### src/rtl/inbox.sv
// inbox: first-word-fall-through byte FIFO that feeds the R register on INBOX.
//
// Parameters
//   DEPTH    entry count, power of two in 2..256
//   AW       pointer width, must equal log2(DEPTH)
// Ports
//   clk      clock, all state updates on its rising edge
//   rst_n    asynchronous active-low reset
//   i_data   write data from the external producer
//   i_wr     push request
//   o_full   FIFO holds DEPTH entries
//   rIn      pop request from the control unit (INBOX instruction)
//   o_empty  FIFO holds no entries
//   o_data   head entry (8'h00 while empty), drives iInbox of R
//   o_count  current occupancy
//   o_ovf    sticky overflow flag
// Build option
//   INBOX_OVF_EN  when defined, o_ovf latches any dropped push until reset;
//                 otherwise o_ovf is tied low.

module inbox #(
    parameter int unsigned DEPTH = 8,
    parameter int unsigned AW    = 3
) (
    input  logic          clk,
    input  logic          rst_n,
    input  logic [7:0]    i_data,
    input  logic          i_wr,
    output logic          o_full,
    input  logic          rIn,
    output logic          o_empty,
    output logic [7:0]    o_data,
    output logic [AW:0]   o_count,
    output logic          o_ovf
);

    localparam logic [AW:0] FullCount = (AW + 1)'(DEPTH);

    // Storage is intentionally not reset; o_empty masks stale contents.
    logic [7:0]    mem [DEPTH];
    logic [AW-1:0] wr_ptr;
    logic [AW-1:0] rd_ptr;
    logic [AW:0]   count;
    logic [AW:0]   count_next;
    logic          push_ok;
    logic          pop_ok;

    assign o_count = count;
    assign o_full  = (count == FullCount);
    assign o_empty = (count == '0);

    // A pop frees a slot on the same edge, so a full FIFO still accepts a push.
    assign pop_ok  = rIn && !o_empty;
    assign push_ok = i_wr && (!o_full || pop_ok);

    // Head shown combinationally; forced to zero when nothing is queued.
    assign o_data = o_empty ? 8'h00 : mem[rd_ptr];

    always_comb begin
        count_next = count;
        unique case ({push_ok, pop_ok})
            2'b10:   count_next = count + 1'b1;
            2'b01:   count_next = count - 1'b1;
            default: count_next = count;
        endcase
    end

    always_ff @(posedge clk or negedge rst_n) begin
        if (!rst_n) begin
            wr_ptr <= '0;
            rd_ptr <= '0;
            count  <= '0;
        end else begin
            // Pointers wrap naturally since DEPTH == 2**AW.
            if (push_ok) wr_ptr <= wr_ptr + 1'b1;
            if (pop_ok)  rd_ptr <= rd_ptr + 1'b1;
            count <= count_next;
        end
    end

    always_ff @(posedge clk) begin
        if (push_ok) mem[wr_ptr] <= i_data;
    end

`ifdef INBOX_OVF_EN
    logic ovf;

    always_ff @(posedge clk or negedge rst_n) begin
        if (!rst_n) begin
            ovf <= 1'b0;
        end else if (i_wr && !push_ok) begin
            ovf <= 1'b1;
        end
    end

    assign o_ovf = ovf;
`else
    assign o_ovf = 1'b0;
`endif

endmodule
### config.mk
export PLATFORM = sky130hd
export DESIGN_NAME = inbox
export DESIGN_NICKNAME = d
export VERILOG_FILES = /design/src/rtl/inbox.sv
export SDC_FILE = /design/constraint.sdc
export NUM_CORES = 1
export LEC_CHECK = 0
export ABC_CLOCK_PERIOD_IN_PS = 2530
export CAP_MARGIN = 20
export CORE_MARGIN = 2
export CORE_UTILIZATION = 25
export CTS_BUF_LIST = sky130_fd_sc_hd__clkbuf_8 sky130_fd_sc_hd__clkbuf_16
export DETAILED_ROUTE_END_ITERATION = 12
export HOLD_SLACK_MARGIN = 0.12
export PLACE_DENSITY = 0.44
export SYNTH_ARGS = -nofsm -noshare
export SYNTH_HDL_FRONTEND = slang
export SYNTH_SLANG_ARGS = --single-unit
### constraint.sdc
create_clock -name clk -period 2.53 [get_ports clk]
set_input_delay 0.506 -clock clk [delete_from_list [all_inputs] [get_ports clk]]
set_output_delay 0.506 -clock clk [all_outputs]
set_load 0.02 [all_outputs]
==> run_results.csv <==
group,metric,value,unit
synth,synthCells,162,
global_route,grt_max_degree,19,
pwr,switching_share,31.74,%
synth,synth_warnings,0,
finish,nNetsFinal,231,
placement,placed_area,3626,um2
clock_tree,cts.htree.levels,3,
placement,gp_congestion,0.6772,
pwr,p_sw,1575,uW
finish,multi_input_area,857.1,um2
die,start_util,25.53,%
finish,fill_cells,1181,
synth,synth_ff_type,"edfxtp_1",
clock_tree,cts-root-buf,"clkbuf_16",
synth,ys_ff_latch,74,
placement,numPortBuffers,25,
die,die_height,114.8,um
sta,grt_setup_unrepaired,"yes",
die,fp-row-count,40,
die,die_area,13170,um2
worst_setup_path,crit_fanout,6,
clock_tree,clock_latency,330,ps
die,core,12010,um2
placement,dpl.cell_count,345,
sta,finalHoldViolations,0,
worst_setup_path,critPathKind,"register to primary output",
global_route,grt_usage,10.13,%
synth,synth_nets,179,
finish,final_util,33.40,%
synth,synth_edf_count,64,
worst_setup_path,crit_buf_inv,2,
synth,netlist_area,3067,um2
drt,drc_errors,0,
finish,antennaDiodeCount,0,
global_route,grt_pass1_vias,1662,
pwr,p_leak,0.001435,uW
sta,fin_skew,7.777,ps
clock_tree,cts_buffers,9,
worst_setup_path,crit_path_start_kind,"register",
drt,drtPass1Iterations,4,
worst_setup_path,arrival,1940,ps
die,chipWidth,114.8,um
clock_tree,clk_pin_slew,60,ps
run,drv_cap,0,
placement,dp_hpwl,3913,um
pwr,sequentialPowerShare,35.0,%
worst_setup_path,critPathTopFamily,"multiplexers",
clock_tree,holdBufCountCts,0,
pwr,p_int,3386,uW
drt,vias,1597,
pwr,pwr-share-comb,37.8,%
worst_setup_path,path_cells,"buf_12, mux4_2, mux2i_1, nor2_1, dlygate4sd2_1",
pwr,power.total,4960,uW
drt,via_per_inst,4.363,
sta,fin_crit_sh,96.75,%
drt,ant_nets,0,
synth,synth_cell_types,32,
finish,fin_cells,366,
global_route,grt-ovfl-total,0,
sta,fin_tns_setup,0,ps
clock_tree,clock-sinks,74,
pwr,ir_worst_vdd,0.3704,mV
synth,async_reset_ff_share,13.51,%
worst_setup_path,critPathMaxStageDelay,500,ps
drt,drt_wl_total,6289,um
drt,avgRoutedWirePerCell,17.18,um
finish,drive_above_1_share,31.96,%
synth,avgSynthCellArea,18.93,um2
worst_setup_path,critPathRequiredTime,2020,ps
sta,finalSetupViolations,0,
sta,timing.slew.headroom,56.45,%
clock_tree,cts_tree,"done",
sta,worst_slew_pin_slew,653.2,ps
finish,seq_area,2173,um2
drt,drt_iter0_markers,56,
finish,design_area,4011,um2
worst_setup_path,end_kind,"primary output",
pwr,clkPwrFrac,27.2,%
die,ios,27,
sta,max_freq,408.5,MHz
pwr,p_per_area,1237,nW/um2
worst_setup_path,crit_slowest_cell,"mux4_2",
synth,synth_seq_area_share,70.83,%
finish,syn2layout_area_growth,30.80,%
status,status,"completed",
global_route,antenna_found_initial,0,
clock_tree,clock_path_buffers,2,
hold_path,hold_class,"primary input to asynchronous set/reset pin",
sta,maxSlewViolCount,0,
global_route,grt_first_pass_wirelength,9439,um
sta,fin_crit,2448,ps
==> area by class of cell <==
type	count	area share, %
Clock buffer	9	5.614
Clock inverter	7	2.339
Inverter	2	0.3119
Multi-Input combinational cell	79	21.37
Sequential cell	74	54.18
Tap cell	147	4.585
Timing Repair Buffer	48	11.60
==> state kept, by name, indices dropped and copies added (netlist names) <==
| register | count |
|---|---|
| rd_ptr | 3 |
| mem | 64 |
| o_count | 4 |
| wr_ptr | 3 |
==> power groups by stage <==
stage,logic [uW],registers (uW),clock network [uW]
5_1_grt,2030,1760,1440
4_1_cts,1830,1730,1380
3_3_place_gp,1900,1750,0
6_report,1870,1740,1350
2_1_floorplan,1100,1750,0
3_5_place_dp,1890,1750,0
==> cells in the mapped netlist (2+ instances only) <==
master | instances | area share, %
edfxtp_1 | 64 | 63
mux4_2 | 16 | 12
nor2_1 | 12 | 1.5
dfrtp_1 | 10 | 8.2
mux2i_1 | 8 | 2.6
ha_1 | 5 | 2.0
nand2_1 | 5 | 0.61
nor3_1 | 5 | 0.82
xnor2_1 | 5 | 1.4
xor2_1 | 4 | 1.1
nand2b_1 | 3 | 0.61
buf_1 | 2 | 0.24
buf_4 | 2 | 0.49
nand2_2 | 2 | 0.41
nor4_1 | 2 | 0.41
==> per-layer routing <==
metal / global-route usage (%) / share of wire (%)
met4: 3.855 / 1.2
met1: 13.06 / 47
met3: 3.005 / 3.2
met2: 16.21 / 48
met5: 0 / 0
==> placed cells by master, fill, tap and decap left out, types with 2 or more instances in the layout <==
cell type	netlist	final
xor2_1	4	4
xnor2_1	5	5
mux4_2	16	16
clkbuf_16	0	10
inv_6	1	2
clkdlybuf4s50_1	0	16
nor3_1	5	5
clkbuf_2	1	4
clkdlybuf4s15_1	0	2
inv_1	1	2
ha_1	5	4
dlygate4sd2_1	0	2
nand2_2	2	2
edfxtp_1	64	64
dfrtp_1	10	9
buf_12	0	3
nand2_1	5	5
nand2b_1	3	3
mux2i_1	8	8
bufinv_16	0	2
buf_4	2	18
nor2_1	12	12
==> cells by family after synthesis <==
kind of cell / Yosys count / share of synthesized area [%]
AOI/OAI and AO/OA: 3 / 0.9381
DFF: 74 / 70.83
other: 1 / 0.1223
muxes: 26 / 15.22
adders and majority gates: 5 / 2.040
buffers and inverters: 9 / 1.836
and+or+nand+nor: 35 / 6.446
xor gates and xnor gates: 9 / 2.570
==> worst paths after layout <==
kind                       startpoint         end  slack [ps]  depth (start not counted)
setup / recovery            rd_ptr[0]   o_data[5]          80                          5
hold / removal                  rst_n   wr_ptr[1]         500                          1
setup reg to reg           o_count[0]  o_count[3]         190                         10
hold reg to reg            o_count[3]  o_count[3]         580                          2
max in group asynchronous       rst_n   rd_ptr[0]        1670                          1
min in group clk           o_count[3]  o_count[3]         580                          2
==> stage by stage <==
step	hold WS (ps)	worst slack, ps
floorplan	210.4	14.66
global placement	577.3	140.0
detailed placement	575.7	112.4
CTS	527.6	3.640
global route	541.4	-29.26
finish	503.8	82.10
==> timing repair <==
action / 4_1_cts / 5_1_grt
cloned: 0 / 1
setup buffers: 2 / 2
pin swaps: 1 / 0
setup endpoints to repair: 9 / 10
gates resized for setup: 8 / 15
Note: power is estimated with default switching activity, not from simulation.
